===== config.mk =====
export PLATFORM = sky130hd
export DESIGN_NAME = debug_memory_arbiter_flat
export DESIGN_NICKNAME = d
export VERILOG_FILES = /design/src/rtl/debug_mem_pkg.sv /design/src/rtl/debug_memory_arbiter_if.sv /design/src/rtl/debug_mem_rr_pick.sv /design/src/rtl/debug_memory_arbiter.sv /design/src/flat_wrapper.sv
export SDC_FILE = /design/constraint.sdc
export NUM_CORES = 1
export LEC_CHECK = 0
export CAP_MARGIN = 20
export CELL_PAD_IN_SITES_DETAIL_PLACEMENT = 0
export CELL_PAD_IN_SITES_GLOBAL_PLACEMENT = 2
export CORE_UTILIZATION = 11
export CTS_BUF_LIST = sky130_fd_sc_hd__clkbuf_8
export DETAILED_ROUTE_END_ITERATION = 7
export GPL_TIMING_DRIVEN = 0
export PLACE_DENSITY_LB_ADDON = 0.12
export SYNTH_ARGS = -nofsm -noshare
export SYNTH_HDL_FRONTEND = slang
export SYNTH_HIERARCHICAL = 1
export SYNTH_SLANG_ARGS = --single-unit

===== constraint.sdc =====
create_clock -name clk -period 5.7 [get_ports clk]
set_clock_uncertainty 0.1 [all_clocks]
set_input_delay 0.855 -clock clk [delete_from_list [all_inputs] [get_ports clk]]
set_output_delay 0.855 -clock clk [all_outputs]
set_load 0.01 [all_outputs]

===== src/rtl/debug_mem_pkg.sv =====
// Shared types and constants for the debug on-chip RAM arbiter.
//   ADDR_W / DATA_W / BE_W : default bus geometry (64K x 32, 4 byte lanes)
//   arb_state_t            : arbiter ownership state
//   sat_inc                : saturating 32-bit increment for the statistics counters
package debug_mem_pkg;

    localparam int unsigned ADDR_W = 16;
    localparam int unsigned DATA_W = 32;
    localparam int unsigned BE_W   = DATA_W / 8;

    typedef enum logic [1:0] {
        IDLE = 2'd0,
        OWN0 = 2'd1,
        OWN1 = 2'd2
    } arb_state_t;

    function automatic logic [31:0] sat_inc(input logic [31:0] v);
        return (v == 32'hFFFF_FFFF) ? v : v + 32'd1;
    endfunction

endpackage


===== src/rtl/debug_memory_arbiter_if.sv =====
// Avalon-MM master-side bus, one instance per master of the debug RAM arbiter.
//   address/byteenable/read/write/writedata/lock : master -> arbiter
//   waitrequest/readdata/readdatavalid           : arbiter -> master
// Modports: master (bus initiator), slave (arbiter side).
interface debug_memory_arbiter_if #(
    parameter int unsigned ADDR_W = debug_mem_pkg::ADDR_W,
    parameter int unsigned DATA_W = debug_mem_pkg::DATA_W
);

    logic [ADDR_W-1:0]   address;
    logic [DATA_W/8-1:0] byteenable;
    logic                read;
    logic                write;
    logic [DATA_W-1:0]   writedata;
    logic                lock;
    logic                waitrequest;
    logic [DATA_W-1:0]   readdata;
    logic                readdatavalid;

    modport master (
        output address, byteenable, read, write, writedata, lock,
        input  waitrequest, readdata, readdatavalid
    );

    modport slave (
        input  address, byteenable, read, write, writedata, lock,
        output waitrequest, readdata, readdatavalid
    );

endinterface


===== src/rtl/debug_mem_rr_pick.sv =====
// Two-way round-robin pick.
//   req0_i, req1_i : requests from master 0 and master 1
//   last_grant_i   : master granted most recently (1 = master 1)
//   grant_o        : one-hot grant, bit N = master N; zero when nobody requests
module debug_mem_rr_pick (
    input  logic       req0_i,
    input  logic       req1_i,
    input  logic       last_grant_i,
    output logic [1:0] grant_o
);

    always_comb begin
        grant_o = {req1_i, req0_i};
        // On a tie, the master that did not win last time goes first.
        if (req0_i && req1_i) begin
            grant_o = last_grant_i ? 2'b01 : 2'b10;
        end
    end

endmodule


===== src/rtl/debug_memory_arbiter.sv =====
// Two-master Avalon-MM arbiter in front of the single-port debug on-chip RAM
// (registered inputs, unregistered q). One transfer per cycle; reads return one
// cycle after acceptance with a readdatavalid pulse to the owning master.
// Ports:
//   clk, reset_n       : clock, asynchronous active-low reset
//   m0, m1             : master buses (slave modport)
//   mem_*              : RAM side; mem_clken is tied high
// Optional feature (macro DEBUG_MEM_ARB_STATS_EN):
//   stat_clear in, stat_grant0/stat_grant1/stat_conflict out -- saturating counters
//   of accepted transfers per master and of cycles with both masters requesting.
module debug_memory_arbiter #(
    parameter int unsigned ADDR_W   = debug_mem_pkg::ADDR_W,
    parameter int unsigned DATA_W   = debug_mem_pkg::DATA_W,
    parameter int unsigned MAX_LOCK = 64
) (
    input  logic                  clk,
    input  logic                  reset_n,
    debug_memory_arbiter_if.slave m0,
    debug_memory_arbiter_if.slave m1,
    output logic [ADDR_W-1:0]     mem_address,
    output logic [DATA_W/8-1:0]   mem_byteenable,
    output logic                  mem_chipselect,
    output logic                  mem_write,
    output logic [DATA_W-1:0]     mem_writedata,
    output logic                  mem_clken,
    input  logic [DATA_W-1:0]     mem_readdata
`ifdef DEBUG_MEM_ARB_STATS_EN
    ,
    input  logic                  stat_clear,
    output logic [31:0]           stat_grant0,
    output logic [31:0]           stat_grant1,
    output logic [31:0]           stat_conflict
`endif
);

    import debug_mem_pkg::*;

    localparam int unsigned     CntW    = $clog2(MAX_LOCK) + 1;
    localparam logic [CntW-1:0] LockMax = CntW'(MAX_LOCK - 1);

    arb_state_t      state_q, state_d;
    logic            last_grant_q, last_grant_d;
    logic [CntW-1:0] lock_cnt_q, lock_cnt_d;
    logic            rd_pend_q, rd_pend_d;
    logic            rd_owner_q, rd_owner_d;

    logic       req0, req1;
    logic [1:0] rr_grant;
    logic [1:0] grant;

    assign req0 = m0.read | m0.write;
    assign req1 = m1.read | m1.write;

    debug_mem_rr_pick u_rr_pick (
        .req0_i       (req0),
        .req1_i       (req1),
        .last_grant_i (last_grant_q),
        .grant_o      (rr_grant)
    );

    // State register.
    always_ff @(posedge clk or negedge reset_n) begin
        if (!reset_n) begin
            state_q      <= IDLE;
            last_grant_q <= 1'b1;
            lock_cnt_q   <= '0;
            rd_pend_q    <= 1'b0;
            rd_owner_q   <= 1'b0;
        end else begin
            state_q      <= state_d;
            last_grant_q <= last_grant_d;
            lock_cnt_q   <= lock_cnt_d;
            rd_pend_q    <= rd_pend_d;
            rd_owner_q   <= rd_owner_d;
        end
    end

    // Next-state logic: ownership, lock timeout and the read-return pipe.
    always_comb begin
        state_d      = state_q;
        last_grant_d = last_grant_q;
        lock_cnt_d   = lock_cnt_q;

        if (grant[0]) last_grant_d = 1'b0;
        if (grant[1]) last_grant_d = 1'b1;

        unique case (state_q)
            IDLE: begin
                // The grant cycle itself already makes the other master wait,
                // so it counts towards the lock budget.
                if (grant[0] && m0.lock) begin
                    state_d    = OWN0;
                    lock_cnt_d = CntW'(req1);
                end else if (grant[1] && m1.lock) begin
                    state_d    = OWN1;
                    lock_cnt_d = CntW'(req0);
                end
            end
            OWN0: begin
                // Leaving with last_grant=0 hands the next tie to m1.
                if (!req0 || !m0.lock || lock_cnt_q == LockMax) begin
                    state_d    = IDLE;
                    lock_cnt_d = '0;
                end else if (req1) begin
                    lock_cnt_d = lock_cnt_q + CntW'(1);
                end
            end
            OWN1: begin
                if (!req1 || !m1.lock || lock_cnt_q == LockMax) begin
                    state_d    = IDLE;
                    lock_cnt_d = '0;
                end else if (req0) begin
                    lock_cnt_d = lock_cnt_q + CntW'(1);
                end
            end
            default: begin
                state_d    = IDLE;
                lock_cnt_d = '0;
            end
        endcase

        // read+write together is a write, so it never produces a read return.
        rd_pend_d  = (grant[0] & m0.read & ~m0.write) | (grant[1] & m1.read & ~m1.write);
        rd_owner_d = grant[1] & m1.read & ~m1.write;
    end

    // Output logic: grant decode and RAM-side mux.
    always_comb begin
        grant = 2'b00;
        if (reset_n) begin
            unique case (state_q)
                IDLE:    grant = rr_grant;
                OWN0:    grant = {1'b0, req0};
                OWN1:    grant = {req1, 1'b0};
                default: grant = 2'b00;
            endcase
        end

        mem_address    = m0.address;
        mem_writedata  = m0.writedata;
        mem_byteenable = '1;
        mem_write      = 1'b0;
        if (grant[1]) begin
            mem_address   = m1.address;
            mem_writedata = m1.writedata;
            if (m1.write) begin
                mem_write      = 1'b1;
                mem_byteenable = m1.byteenable;
            end
        end else if (grant[0]) begin
            if (m0.write) begin
                mem_write      = 1'b1;
                mem_byteenable = m0.byteenable;
            end
        end
        mem_chipselect = |grant;
        mem_clken      = 1'b1;
    end

    assign m0.waitrequest   = ~grant[0];
    assign m1.waitrequest   = ~grant[1];
    assign m0.readdata      = mem_readdata;
    assign m1.readdata      = mem_readdata;
    assign m0.readdatavalid = rd_pend_q & ~rd_owner_q;
    assign m1.readdatavalid = rd_pend_q & rd_owner_q;

`ifdef DEBUG_MEM_ARB_STATS_EN
    logic [31:0] stat_grant0_q, stat_grant0_d;
    logic [31:0] stat_grant1_q, stat_grant1_d;
    logic [31:0] stat_conflict_q, stat_conflict_d;

    always_comb begin
        stat_grant0_d   = stat_grant0_q;
        stat_grant1_d   = stat_grant1_q;
        stat_conflict_d = stat_conflict_q;
        if (stat_clear) begin
            stat_grant0_d   = '0;
            stat_grant1_d   = '0;
            stat_conflict_d = '0;
        end else begin
            if (grant[0])      stat_grant0_d   = sat_inc(stat_grant0_q);
            if (grant[1])      stat_grant1_d   = sat_inc(stat_grant1_q);
            if (req0 && req1)  stat_conflict_d = sat_inc(stat_conflict_q);
        end
    end

    always_ff @(posedge clk or negedge reset_n) begin
        if (!reset_n) begin
            stat_grant0_q   <= '0;
            stat_grant1_q   <= '0;
            stat_conflict_q <= '0;
        end else begin
            stat_grant0_q   <= stat_grant0_d;
            stat_grant1_q   <= stat_grant1_d;
            stat_conflict_q <= stat_conflict_d;
        end
    end

    assign stat_grant0   = stat_grant0_q;
    assign stat_grant1   = stat_grant1_q;
    assign stat_conflict = stat_conflict_q;
`endif

endmodule


===== src/flat_wrapper.sv =====
// flat-port wrapper written by rule: the top's interface ports become plain ports
module debug_memory_arbiter_flat import debug_mem_pkg::*;
#(
    parameter int unsigned ADDR_W   = debug_mem_pkg::ADDR_W,
    parameter int unsigned DATA_W   = debug_mem_pkg::DATA_W,
    parameter int unsigned MAX_LOCK = 64
)
  (clk, reset_n, mem_address, mem_byteenable, mem_chipselect, mem_write, mem_writedata, mem_clken, mem_readdata, m0_address, m0_byteenable, m0_read, m0_write, m0_writedata, m0_lock, m0_waitrequest, m0_readdata, m0_readdatavalid, m1_address, m1_byteenable, m1_read, m1_write, m1_writedata, m1_lock, m1_waitrequest, m1_readdata, m1_readdatavalid);
  debug_memory_arbiter_if #(.ADDR_W(ADDR_W), .DATA_W(DATA_W)) m0_i ();
  debug_memory_arbiter_if #(.ADDR_W(ADDR_W), .DATA_W(DATA_W)) m1_i ();
  input  logic clk;
  input  logic reset_n;
  output logic [ADDR_W-1:0] mem_address;
  output logic [DATA_W/8-1:0] mem_byteenable;
  output logic mem_chipselect;
  output logic mem_write;
  output logic [DATA_W-1:0] mem_writedata;
  output logic mem_clken;
  input  logic [DATA_W-1:0] mem_readdata;
  input wire logic [$bits(m0_i.address)-1:0] m0_address;
  input wire logic [$bits(m0_i.byteenable)-1:0] m0_byteenable;
  input wire logic [$bits(m0_i.read)-1:0] m0_read;
  input wire logic [$bits(m0_i.write)-1:0] m0_write;
  input wire logic [$bits(m0_i.writedata)-1:0] m0_writedata;
  input wire logic [$bits(m0_i.lock)-1:0] m0_lock;
  output wire logic [$bits(m0_i.waitrequest)-1:0] m0_waitrequest;
  output wire logic [$bits(m0_i.readdata)-1:0] m0_readdata;
  output wire logic [$bits(m0_i.readdatavalid)-1:0] m0_readdatavalid;
  input wire logic [$bits(m1_i.address)-1:0] m1_address;
  input wire logic [$bits(m1_i.byteenable)-1:0] m1_byteenable;
  input wire logic [$bits(m1_i.read)-1:0] m1_read;
  input wire logic [$bits(m1_i.write)-1:0] m1_write;
  input wire logic [$bits(m1_i.writedata)-1:0] m1_writedata;
  input wire logic [$bits(m1_i.lock)-1:0] m1_lock;
  output wire logic [$bits(m1_i.waitrequest)-1:0] m1_waitrequest;
  output wire logic [$bits(m1_i.readdata)-1:0] m1_readdata;
  output wire logic [$bits(m1_i.readdatavalid)-1:0] m1_readdatavalid;
  assign m0_i.address = m0_address;
  assign m0_i.byteenable = m0_byteenable;
  assign m0_i.read = m0_read;
  assign m0_i.write = m0_write;
  assign m0_i.writedata = m0_writedata;
  assign m0_i.lock = m0_lock;
  assign m0_waitrequest = m0_i.waitrequest;
  assign m0_readdata = m0_i.readdata;
  assign m0_readdatavalid = m0_i.readdatavalid;
  assign m1_i.address = m1_address;
  assign m1_i.byteenable = m1_byteenable;
  assign m1_i.read = m1_read;
  assign m1_i.write = m1_write;
  assign m1_i.writedata = m1_writedata;
  assign m1_i.lock = m1_lock;
  assign m1_waitrequest = m1_i.waitrequest;
  assign m1_readdata = m1_i.readdata;
  assign m1_readdatavalid = m1_i.readdatavalid;
  debug_memory_arbiter #(.ADDR_W(ADDR_W), .DATA_W(DATA_W), .MAX_LOCK(MAX_LOCK)) u_core (.clk(clk), .reset_n(reset_n), .m0(m0_i), .m1(m1_i), .mem_address(mem_address), .mem_byteenable(mem_byteenable), .mem_chipselect(mem_chipselect), .mem_write(mem_write), .mem_writedata(mem_writedata), .mem_clken(mem_clken), .mem_readdata(mem_readdata));
endmodule

Yosys cells after proc, flatten, opt, wreduce, memory -nomap -nowiden
Index checks and enable logic that the tools add are counted.
- bits in registers: 12
- bits of input ports: 144
- output and inout bits: 123
- word-level logic and storage cells: 72
- $add $sub $neg: 1
- equality and inequality tests: 8
- muxes and demuxes: 28
- bitwise logic cells: 14
- reduce and logical (&&, ||, !) cells: 16
- operator list (cell ; number):
    $mux 7 ; 6
    $mux 32 ; 1
    $pmux 7 s3 ; 1
    $mux 16 ; 1
    $mux 4 ; 4
    $mux 2 ; 7
    $pmux 2 s3 ; 2
    $ne 3x1->1 const B ; 3
    $add 7x1->7 const B ; 1
    $eq 7x6->1 const B ; 1
    $and 1x1->1 ; 6
    $mux 1 ; 6
    $reduce_and 3->1 ; 2
    $not 1->1 ; 5
    $logic_not 1->1 ; 4
    $logic_or 1x1->1 ; 4
    $ne 2x1->1 const B ; 2
    $logic_and 1x1->1 ; 3
    $or 1x1->1 ; 3
    $eq 2x1->1 const B ; 1
    $eq 2x2->1 const B ; 1
    $logic_not 2->1 ; 1
    $reduce_bool 2->1 ; 1
    $reduce_or 2->1 ; 1

Depth between registers and ports, before layout
Gate-level depths: netlist of the first run.
- depth in word-level cells: 9
- gate-level depth with buffers: 10
- mapped depth without buffers: 9

Hierarchy
Netlist of the first run, hierarchy kept.
- by module, submodules not included (module ; times used ; cells each ; area each (um^2)):
    debug_memory_arbiter ; 1 ; 315 ; 1914.3
    debug_mem_rr_pick ; 1 ; 3 ; 18.8

Least setup slack after synthesis of the first run
No wires, ideal clock.
- kind: input port to output port
- start point: input m0_read
- end point: output mem_byteenable[3]
- arrival time: 2.420 ns
- required time: 4.745 ns
- path slack: 2.325 ns
- cell stages on the path: 8
- buffers on the path: 2
- path through: nor2_2 inv_1 a21boi_0 nor2_1 or4_4 buf_2 buf_1 a21oi_1
- elaborated cells on any way between the ends: 7
- RTL lines (element ; line ; text):
    start: declaration ; flat_wrapper.sv:22 ; input wire logic [$bits(m0_i.read)-1:0] m0_read;
    $or 1x1->1 ; debug_memory_arbiter.sv:51 ; assign req0 = m0.read | m0.write;
    net u_core.req0 ; debug_memory_arbiter.sv:47 ; logic req0, req1;
    $logic_and 1x1->1 ; debug_mem_rr_pick.sv:15 ; if (req0_i && req1_i) begin
    $mux 2 ; debug_mem_rr_pick.sv:15 ;
    net u_core.rr_grant[1] ; debug_memory_arbiter.sv:48 ; logic [1:0] rr_grant;
    $pmux 2 s3 ; debug_memory_arbiter.sv:131 ; unique case (state_q)
    $mux 2 ; debug_memory_arbiter.sv:130 ; if (reset_n) begin
    $mux 4 ; debug_memory_arbiter.sv:143 ; if (grant[1]) begin
    end: declaration ; flat_wrapper.sv:14 ; output logic [DATA_W/8-1:0] mem_byteenable;
The timed path passes the listed nets, and every way through them passes these cells.

Final worst setup path of the first run
- start point: input reset_n
- end point: output mem_address[1]
- cells in the longest elaborated chain, start to end: 2
- RTL lines (element ; line ; text):
    start: declaration ; flat_wrapper.sv:12 ; input logic reset_n;
    $mux 2 ; debug_memory_arbiter.sv:130 ;
    $mux 16 ; debug_memory_arbiter.sv:143 ;
    end: declaration ; flat_wrapper.sv:13 ; output logic [ADDR_W-1:0] mem_address;
Every way passes these cells.

==> results.md, run 1 <==
- Fmax: 208.8 MHz
- Final Max Tran Viols: 0
- RSZ-0062 raised after global routing: false
- LEAKAGE: 2.085 nW
- Diode count: 0
- Kind of cell adding the most delay to the critical path: buffers and inverters
- Layout cell share with drive strength beyond 1: approximately 15%
- HP Class: reg -> reg
- Final GP Congestion: 0.7261
- Post-route ant nets: 0
- Initial Utilization: 11.22%
- Max Cap Viol: 0
- Die height: 134.6 um
- Maximum fanout along the worst path: 14
- Hold Buf Count CTS: 0
- First-pass DRT Iterations: 4
- Cells along the critical path: clkdlybuf4s50_1 -> inv_1 -> or4_4 -> inv_1 -> buf_2 -> buf_2 -> nand2_1 -> nand2_1 -> clkdlybuf4s50_1
- WP data arrival: 3.83 ns
- I/O pin count: 267
- Worst path required time: 4.74 ns
- Clk sinks: 12
- Worst vdd ir: slightly below 0.08 mV
- Crit Path Category: in -> out
- Drt initial violations: 85
- Worst hold margin: between 0.3 and 0.4 ns
- Pwr dens: 240.3 nW/um^2
- Crit path largest cell delay: 0.91 ns
- First-pass GRT wire length: 13.80 mm
- CTS Buffer Depth: 2
- Core area: between 15,000 and 20,000 sq um
- Number of cells produced by synthesis: 318
- CP bufs+invs: 6
- CP startpoint kind: input pin
- Status: finished clean
- Final setup viols: 0
- Slowest cell on crit path: clkdlybuf4s50_1
- Row count: 48
- Ys flop type: dfrtp_1
- Unique masters post-synth: 39
- Post-synth EDFFs: 0
- Largest net degree at the start of global routing: 15
- Resize count post-CTS: 0
- Post-route minimum period: between 4 and 5 ns
- Least-Margin Pin Slew: 0.6882 ns
- Clock latency at the later pin of the worst-skew pair: between 0.2 and 0.25 ns
- Area of the mapped netlist: 1933 sq um
- GR Util All Layers: roughly 9.7%
- DRC viols: 0
- CTS tree: built
- Syn nets: 463
- Die Area: approximately 18,000 sq um
- Via density: 3.581
- Final HPWL DP: 8.187 mm
- Slew HR: 53.97%
- Avg Inst Size Synth: approximately 6.1 sq um
- Synth warn: 6
- CP Capture Type: primary output
- Final hold violation count: 0
- Total grt overflow: 0
- Vias in the first global route: 2,625
- Initial antenna violation count: 1
- Fill cells: 1,891
- Routed WL: slightly below 10 mm
- Period Utilization, post-route: 84.01%
- FF+latch count, synth: 12
- Routed len/inst: 12.32 um
- Root Buffer: clkbuf_8
- Via count: 2,797
- Setup Buffers After CTS: 0
- TNS Setup: 0 ns
- IO buf count: 233
- H-tree depth: 1
- Layout Area Growth over Synthesis: 138.1%
- Seq/Total Area, Yosys: 15.60%
- Post-synth ARST share: 100.0%
- Clock buffer count from CTS: 3
- Clock Pin Slew Worst Setup and Hold Paths: 0.05 ns
- Die W: 134.6 um
- Nets: between 700 and 800
==> placed cells by master, fill, tap and decap left out, types with 2 or more instances in the layout <==
cell type | netlist | routed
nand2_1 | 152 | 152
nor2b_1 | 3 | 3
nor3_1 | 2 | 2
a21boi_0 | 2 | 2
and2_1 | 3 | 3
clkbuf_8 | 0 | 3
buf_6 | 2 | 2
dfrtp_1 | 11 | 11
o21ai_0 | 5 | 5
buf_2 | 7 | 7
nor2_1 | 7 | 7
nand3_1 | 8 | 8
clkbuf_1 | 4 | 4
nor3b_1 | 6 | 6
clkdlybuf4s50_1 | 0 | 233
nand3b_1 | 2 | 2
a32o_1 | 4 | 4
o211ai_1 | 2 | 2
buf_4 | 65 | 65
inv_1 | 9 | 10
o22a_1 | 4 | 4
==> cell usage after synthesis, types with 2 or more instances <==
master	count	share of area (%)
inv_1	9	1.7
nor2_1	7	1.4
a32o_1	4	2.1
nor2b_1	3	0.97
buf_2	7	1.8
buf_6	2	1.2
dfrtp_1	11	14
o21ai_0	5	1.3
nor3_1	2	0.52
clkbuf_1	4	0.78
nor3b_1	6	2.3
nand3_1	8	2.1
o211ai_1	2	0.78
o22a_1	4	1.8
buf_4	65	25
and2_1	3	0.97
a21boi_0	2	0.78
nand3b_1	2	0.78
nand2_1	152	30
==> report_power, final <==
group / internal [mW] / switching, mW / leakage (nW)
Combinational: 0.488 / 0.418 / 1.90
Clock: 0.0476 / 0.0340 / 0.0269
Sequential: 0.106 / 0.0121 / 0.159
Total: 0.641 / 0.465 / 2.09
==> cell type report <==
| class | count | area, sq um | share of cell area, % |
|---|---|---|---|
| Sequential cell | 12 | 301.5 | 6.552 |
| Inverter | 9 | 33.78 | 0.7341 |
| Clock inverter | 1 | 3.754 | 0.08157 |
| Buffer | 79 | 564.3 | 12.26 |
| Clock buffer | 3 | 41.29 | 0.8972 |
| Tap cell | 225 | 281.5 | 6.117 |
| Multi-Input combinational cell | 218 | 1033 | 22.46 |
| Timing Repair Buffer | 234 | 2342 | 50.90 |
==> logic make-up (layout without fill, tap and decap cells) <==
logic type                 count (synthesis)  after routing  share of synthesized area, %
DFF                                       12             12                         15.60
other                                      1              1                        0.1940
AOI/OAI and AO/OA                         26             26                         10.94
and+or+nand+nor                          189            189                         40.91
adders and majority gates                  1              1                        0.6471
muxes                                      1              1                        0.7765
buffers and inverters                     88            326                         30.94
==> registers in the layout (all words and copies together) (netlist names) <==
signal	flops
u_core/lock_cnt_q	7
u_core/state_q	2
u_core/last_grant_q	1
u_core/rd_owner_q	1
u_core/rd_pend_q	1
==> metrics by stage <==
stage | utilization [%] | cells | area, sq um | setup slack (ns) | total power [mW]
final | 26.70 | 781 | 4602 | 0.9116 | 1.106
after CTS | 26.70 | 781 | 4602 | 0.7820 | 1.127
after global placement | 26.38 | 776 | 4547 | 0.7895 | 1.042
after floorplan | - | 318 | 1933 | 2.325 | 0.5586
after detailed placement | 26.44 | 777 | 4557 | 0.8000 | 1.039
after global routing | 26.70 | 781 | 4602 | 0.5878 | 1.203
==> worst reg2reg max path: stages (launching register included) <==
cell,delay [ns]
dfstp_2,0.54
inv_1,0.04
a21boi_1,0.19
nor2_1,0.07
a2111oi_2,0.46
inv_1,0.23
o21ai_0,0.19
o21ai_0,0.10
mux2_4,0.26
==> metal layers <==
layer	GRT usage [%]	vias to the layer above	wire length (um)
met4	0.7491	2	28
met1	10.39	1210	3588
met2	19.49	161	5149
li1	-	1420	-
met3	2.402	4	844
met5	0	-	8
==> worst paths after layout <==
kind,start,to,slack (ns),cells after the start
max reg2reg,u_core/last_grant_q$_DFFE_PN1P_,u_core/lock_cnt_q[0]$_DFFE_PN0P_,3.41,8
min reg2reg,u_core/last_grant_q$_DFFE_PN1P_,u_core/last_grant_q$_DFFE_PN1P_,0.37,2
max,reset_n,mem_address[1],0.91,9
min,u_core/last_grant_q$_DFFE_PN1P_,u_core/last_grant_q$_DFFE_PN1P_,0.37,2
min in group asynchronous,reset_n,u_core/lock_cnt_q[2]$_DFFE_PN0P_,0.92,1
max in group asynchronous,reset_n,u_core/rd_owner_q$_DFF_PN0_,4.13,1
No activity file was read; power rests on OpenSTA's default activity.
==> run 2: changes to the inputs <==
- CORE_UTILIZATION: 11 -> 10
- clock period: 5.7 -> 4 ns (I/O delays scaled with it)
==> results.md, run 2 (synthesis gave the netlist of run 1 again) <==
- Die W: 141.0 um (+4.8%)
- WP data arrival: 3.14 ns (-0.69 ns)
- Routed WL: 10.33 mm (+7.4%)
- Total grt overflow: 0 (unchanged)
- DRC viols: 0 (unchanged)
- CP startpoint kind: input pin
- Initial antenna violation count: 1 (unchanged)
- Clock share of power: 8.5% (+1.1 points)
- Die Area: 19,890 sq um (+9.8%)
- Fill cells: 2,081 (+10%)
- Row count: 50 (+4.2%)
- Register area: 301.5 sq um (unchanged)
- Layout Area Growth over Synthesis: 142.3%
- Period Utilization, post-route: 96.05%
- Clock latency at the later pin of the worst-skew pair: 0.25 ns (about the same)
- Most flops, register: u_core/lock_cnt_q
- Slowest cell on crit path: clkdlybuf4s50_1
- Final setup viols: 0 (unchanged)
- Reg2reg setup slack: 1.58 ns (-1.83 ns)
- Clk sinks: 12 (unchanged)
- Worst reg-to-reg path cell count: 8 (unchanged)
- Crit Path Category: in -> out
- Maximum fanout along the worst path: 4 (-10)
- First-pass DRT Iterations: 4 (unchanged)
- I/O pin count: 267 (unchanged)
- Worst R2R End: u_core/lock_cnt_q[0]$_DFFE_PN0P_
- Internal power: 0.9435 mW (+47%)
- Clock buffer count from CTS: 3 (unchanged)
- Final GP Congestion: 0.7454 (+2.7%)
- Slew HR: 53.25% (-0.73 points)
- Comb pwr share: 81.1% (-0.9 points)
- GR Util All Layers: 9.617% (-0.066 points)
- Worst path required time: 3.30 ns (-1.44 ns)
- Post-route ant nets: 0 (unchanged)
- TNS Setup: 0 ns (unchanged)
- First-pass GRT wire length: 14.71 mm (+6.6%)
- Nets: 702 (unchanged)
- Max Cap Viol: 0 (unchanged)
- CP Capture Type: primary output
- Post-route minimum period: 3.842 ns
- Largest net degree at the start of global routing: 15 (unchanged)
- Crit path largest cell delay: 0.54 ns (-0.37 ns)
- Clock Pin Slew Worst Setup and Hold Paths: 0.06 ns (about the same)
- Kind of cell adding the most delay to the critical path: compound AO/OA/AOI/OAI gates
- Commonest non-fill, non-tap cells in the layout: 227 x clkdlybuf4s50_1, 152 x nand2_1, 68 x buf_4, 11 x dfrtp_1
- Fmax: 260.3 MHz
- Multi-input gate area: 1049 sq um (+1.5%)
- Final hold violation count: 0 (unchanged)
- Routed len/inst: 12.64 um (+2.6%)
- Via density: 3.403 (-5.0%)
- Top cell by count, worst path: clkdlybuf4s50_1
- CP bufs+invs: 3 (-3)
- Layout cell share with drive strength beyond 1: 17.09% (+1.8 points)
- Least-Margin Pin Slew: 0.6940 ns (+0.005755 ns)
- CTS Buffer Depth: 2 (unchanged)
- Reg2reg start: u_core/last_grant_q$_DFFE_PN1P_
- Fin util: 24.88% (-1.8 points)
- Root Buffer: clkbuf_8
- Via count: 2,780 (-0.61%)
- Status: finished clean
- Final HPWL DP: 8.856 mm (+8.2%)
- Core area: 18,830 sq um (+9.2%)
- Worst hold margin: 0.1567 ns (-0.2105 ns)
- Sequential fraction of design power: 10.3% (-0.3 points)
- Die height: 141.0 um (+4.8%)
- LEAKAGE: 2.116 nW (+1.5%)
- IO buf count: 233 (unchanged)
- Worst vdd ir: 0.1007 mV (+28%)
- Drt initial violations: 76 (-11%)
- Vias in the first global route: 2,644 (+0.72%)
- Final Max Tran Viols: 0 (unchanged)
- Pwr dens: 345.9 nW/um^2 (+44%)
- Largest register FFs: 7 (unchanged)
- Cells along the critical path: clkdlybuf4s50_1 -> nor2_4 -> inv_1 -> a21boi_1 -> nor2_1 -> a2111oi_2 -> o311ai_2 -> o22a_1 -> clkdlybuf4s50_1
- Most common cell after layout, fill and taps aside: clkdlybuf4s50_1
- Largest regs: u_core/lock_cnt_q (7), u_core/state_q (2)
- HP Class: in -> async
- H-tree depth: 1 (unchanged)
- Net Sw Power: 0.6767 mW (+46%)
- Initial Utilization: 10.27% (-0.95 points)
- Switching share of power: 41.77% (-0.24 points)
- Hold Buf Count CTS: 0 (unchanged)
- CTS tree: built
- RSZ-0062 raised after global routing: false
[run 2: changes by cell type in the layout (fill, tap and decap cells not counted), moves of 3 or more]
cell             delta
clkbuf_1            -4
clkdlybuf4s50_1     -6
clkbuf_2            +5
dlygate4sd2_1       +3
buf_4               +3
[run 2: cell type report]
class	instances	area share (%)
timing repair buffer	234	49.87
multi-input combinational	218	22.38
buffer	79	12.42
tap	260	6.944
sequential	12	6.437
clock buffer	4	1.175
inverter	9	0.7212
antenna	1	0.05342
[run 2: repair_timing]
action | 4_1_cts | 5_1_grt
gates resized for setup | 12 | 13
pin swaps | 1 | 0
setup buffers | 1 | 0
hold endpoints to repair | 0 | 0
setup endpoints to repair | 55 | 52
[run 2: worst max path at each step]
stage	start	to	slack, ns	cells after the start
floorplan	m0_read	mem_byteenable[3]	1.13	8
global placement	reset_n	mem_writedata[29]	-0.36	9
detailed placement	reset_n	mem_writedata[29]	-0.40	9
CTS	m0_write	mem_address[3]	0.005	12
global route	m0_read	mem_byteenable[0]	0.007	9
finish	m0_read	mem_byteenable[0]	0.16	9
[run 2: per-layer routing]
metal / up-vias / share of wire [%] / track usage, %
met3: 8 / 7.2 / 1.868
li1: 1426 / - / -
met2: 138 / 55 / 19.56
met4: 0 / 1.4 / 2.174
met1: 1208 / 36 / 9.963
met5: - / 0 / 0
[run 2: through the flow]
step	total power [mW]	setup WS [ns]	area, sq um	instances
after floorplan	0.7960	1.135	1933	318
after global placement	1.496	-0.3611	4591	811
after detailed placement	1.491	-0.4026	4591	811
after CTS	1.647	0.005177	4664	816
after global routing	1.759	0.006937	4682	816
final	1.620	0.1578	4684	817
[run 2: power by group through the flow]
stage               sequential, mW  clock, mW  combinational, mW
global route                 0.171      0.150               1.44
detailed placement           0.169          0               1.32
floorplan                    0.164          0              0.632
CTS                          0.167      0.144               1.34
finish                       0.167      0.138               1.31
global placement             0.169          0               1.33
==> run 3: changes to the inputs <==
- SETUP_SLACK_MARGIN: unset -> 0.5
- SLEW_MARGIN: unset -> 20
==> results.md, run 3 (synthesis gave the netlist of run 1 again) <==
- Layout cell share with drive strength beyond 1: 18.31% (+1.2 points)
- Vias in the first global route: 2,641 (-0.11%)
- Cells along the critical path: dlygate4sd2_1 -> nor2_4 -> inv_1 -> a21boi_2 -> nor2_2 -> or4_4 -> inv_4 -> nand2_1 -> o22a_1 -> clkdlybuf4s50_1
- Largest register FFs: 7 (unchanged)
- Die height: 141.0 um (unchanged)
- Crit path largest cell delay: 0.49 ns (-0.05 ns)
- Final GP Congestion: 0.7454 (unchanged)
- CP startpoint kind: input pin
- Die Area: 19,890 sq um (unchanged)
- Clk sinks: 12 (unchanged)
- Diode count: 0 (-1)
- Drt initial violations: 76 (unchanged)
- Die W: 141.0 um (unchanged)
- Slowest cell on crit path: clkdlybuf4s50_1
- I/O pin count: 267 (unchanged)
- Period Utilization, post-route: 85.99% (-10 points)
- Layout Area Growth over Synthesis: 144.8%
- Design Power: 1.582 mW (-2.4%)
- Core area: 18,830 sq um (unchanged)
- Commonest non-fill, non-tap cells in the layout: 181 x clkdlybuf4s50_1, 152 x nand2_1, 71 x buf_4, 38 x dlygate4sd2_1, 11 x dfrtp_1
- Post-route minimum period: 3.440 ns (-0.4025 ns)
- Final HPWL DP: 8.856 mm (unchanged)
- Largest net degree at the start of global routing: 15 (unchanged)
- Crit Path Category: in -> out
- Largest regs: u_core/lock_cnt_q (7), u_core/state_q (2)
- Pwr dens: 334.3 nW/um^2 (-3.3%)
- RSZ-0062 raised after global routing: true
- Initial Utilization: 10.27% (unchanged)
- Routed len/inst: 12.79 um (+1.2%)
- First-pass GRT wire length: 14.75 mm (+0.24%)
- Crit path depth: 10 (+1)
- Via density: 3.414 (+0.32%)
- Maximum fanout along the worst path: 4 (unchanged)
- Slew HR: 53.06% (-0.19 points)
- Kind of cell adding the most delay to the critical path: buffers and inverters
- LEAKAGE: 2.282 nW (+7.8%)
- Most flops, register: u_core/lock_cnt_q
- Cell area after layout: 4732 sq um (+1.0%)
- Max Cap Viol: 0 (unchanged)
- IO buf count: 233 (unchanged)
- CTS tree: built
- GR peak layer: met2
- CTS Buffer Depth: 2 (unchanged)
- Reg2reg setup slack: 1.70 ns (+0.12 ns)
- Final Max Tran Viols: 0 (unchanged)
- Hold Buf Count CTS: 0 (unchanged)
- H-tree depth: 1 (unchanged)
- Routed WL: 10.45 mm (+1.2%)
- Via count: 2,789 (+0.32%)
- Post-route setup slack: 0.5603 ns (+0.4025 ns)
- Total grt overflow: 0 (unchanged)
- DRC viols: 0 (unchanged)
- Clock Pin Slew Worst Setup and Hold Paths: 0.06 ns (about the same)
- Worst path required time: 3.30 ns (about the same)
- Post-route ant nets: 0 (unchanged)
- Fill cells: 2,088 (+0.34%)
- Row count: 50 (unchanged)
- Comb pwr share: 80.6% (-0.5 points)
- WP data arrival: 2.74 ns (-0.40 ns)
- Final hold violation count: 0 (unchanged)
- Root Buffer: clkbuf_8
- TNS Setup: 0 ns (unchanged)
- First-pass DRT Iterations: 4 (unchanged)
- Post-DP Area: 4591 sq um (unchanged)
- Net Sw Power: 0.6911 mW (+2.1%)
- CP Capture Type: primary output
- Clock latency at the later pin of the worst-skew pair: 0.25 ns (about the same)
- Worst vdd ir: 0.1034 mV (+2.7%)
- Grt met3 use: 1.868% (unchanged)
- Least-Margin Pin Slew: 0.6968 ns (+0.002802 ns)
- HP Class: in -> async
- M2 GR Usage: 19.53% (-0.026 points)
- Switching share of power: 43.69% (+1.9 points)
- Worst slack at placement: -0.4026 ns (unchanged)
- Fin util: 25.13% (+0.25 points)
- Status: finished clean
- M1 GR Usage: 10.05% (+0.082 points)
- Most common cell after layout, fill and taps aside: clkdlybuf4s50_1
- Initial antenna violation count: 0 (-1)
- Worst reg-to-reg path cell count: 8 (unchanged)
- Fmax: 290.7 MHz (+12%)
- Clock share of power: 8.7% (+0.2 points)
- GR Util All Layers: 9.638% (+0.022 points)
- Internal power: 0.8907 mW (-5.6%)
- Final setup viols: 0 (unchanged)
- Nets: 703 (+0.14%)
- Sequential fraction of design power: 10.7% (+0.4 points)
- Clock buffer count from CTS: 3 (unchanged)
- CP bufs+invs: 4 (+1)
-- run 3: stage by stage --
stage                     hold slack [ns]  std cells
final                              0.1476        817
after global routing               0.1710        817
after CTS                          0.2638        816
after detailed placement           0.3702        811
after global placement             0.3644        811
after floorplan                    0.2044        318
-- run 3: worst reg2reg max path, stage by stage, from the launching register on --
cell       delay (ns)
dfstp_2          0.56
inv_1            0.06
a21boi_2         0.16
nor2_1           0.08
a2111oi_4        0.42
inv_1            0.24
o21ai_0          0.22
o21ai_0          0.10
mux2_4           0.26
-- run 3: layout make-up --
| type | count | area, sq um | area share [%] |
|---|---|---|---|
| buffer | 79 | 618.1 | 13.06 |
| clock buffer | 4 | 55.05 | 1.163 |
| inverter | 9 | 36.28 | 0.7668 |
| multi-input combinational | 218 | 1086 | 22.95 |
| sequential | 12 | 301.5 | 6.372 |
| tap | 260 | 325.3 | 6.875 |
| timing repair buffer | 235 | 2310 | 48.81 |
-- run 3: power by group through the flow --
stage	combinational, mW	clock, mW	sequential (mW)
floorplan	0.632	0	0.164
global placement	1.33	0	0.169
detailed placement	1.32	0	0.169
CTS	1.30	0.144	0.168
global route	1.40	0.150	0.172
finish	1.27	0.138	0.169
-- run 3: repair_timing --
item                       CTS  global route
resized for setup           76            23
cloned                       0             0
setup endpoints to repair   56            19
pin swaps                    1             3
buffers inserted             1             1
-- run 3: path summary, 6_finish.rpt --
| check | start | end |
|---|---|---|
| setup / recovery | m0_read | mem_byteenable[0] |
| hold / removal | reset_n | u_core/lock_cnt_q[6]$_DFFE_PN0P_ |
| setup reg to reg | u_core/last_grant_q$_DFFE_PN1P_ | u_core/lock_cnt_q[0]$_DFFE_PN0P_ |
| hold reg to reg | u_core/last_grant_q$_DFFE_PN1P_ | u_core/last_grant_q$_DFFE_PN1P_ |
| max in group asynchronous | reset_n | u_core/last_grant_q$_DFFE_PN1P_ |
| min in group clk | u_core/last_grant_q$_DFFE_PN1P_ | u_core/last_grant_q$_DFFE_PN1P_ |
-- run 3: metal layers --
metal	up-vias	routed length (um)
li1	1422	-
met1	1218	3718
met2	141	5830
met3	8	755
met4	0	145
met5	-	0
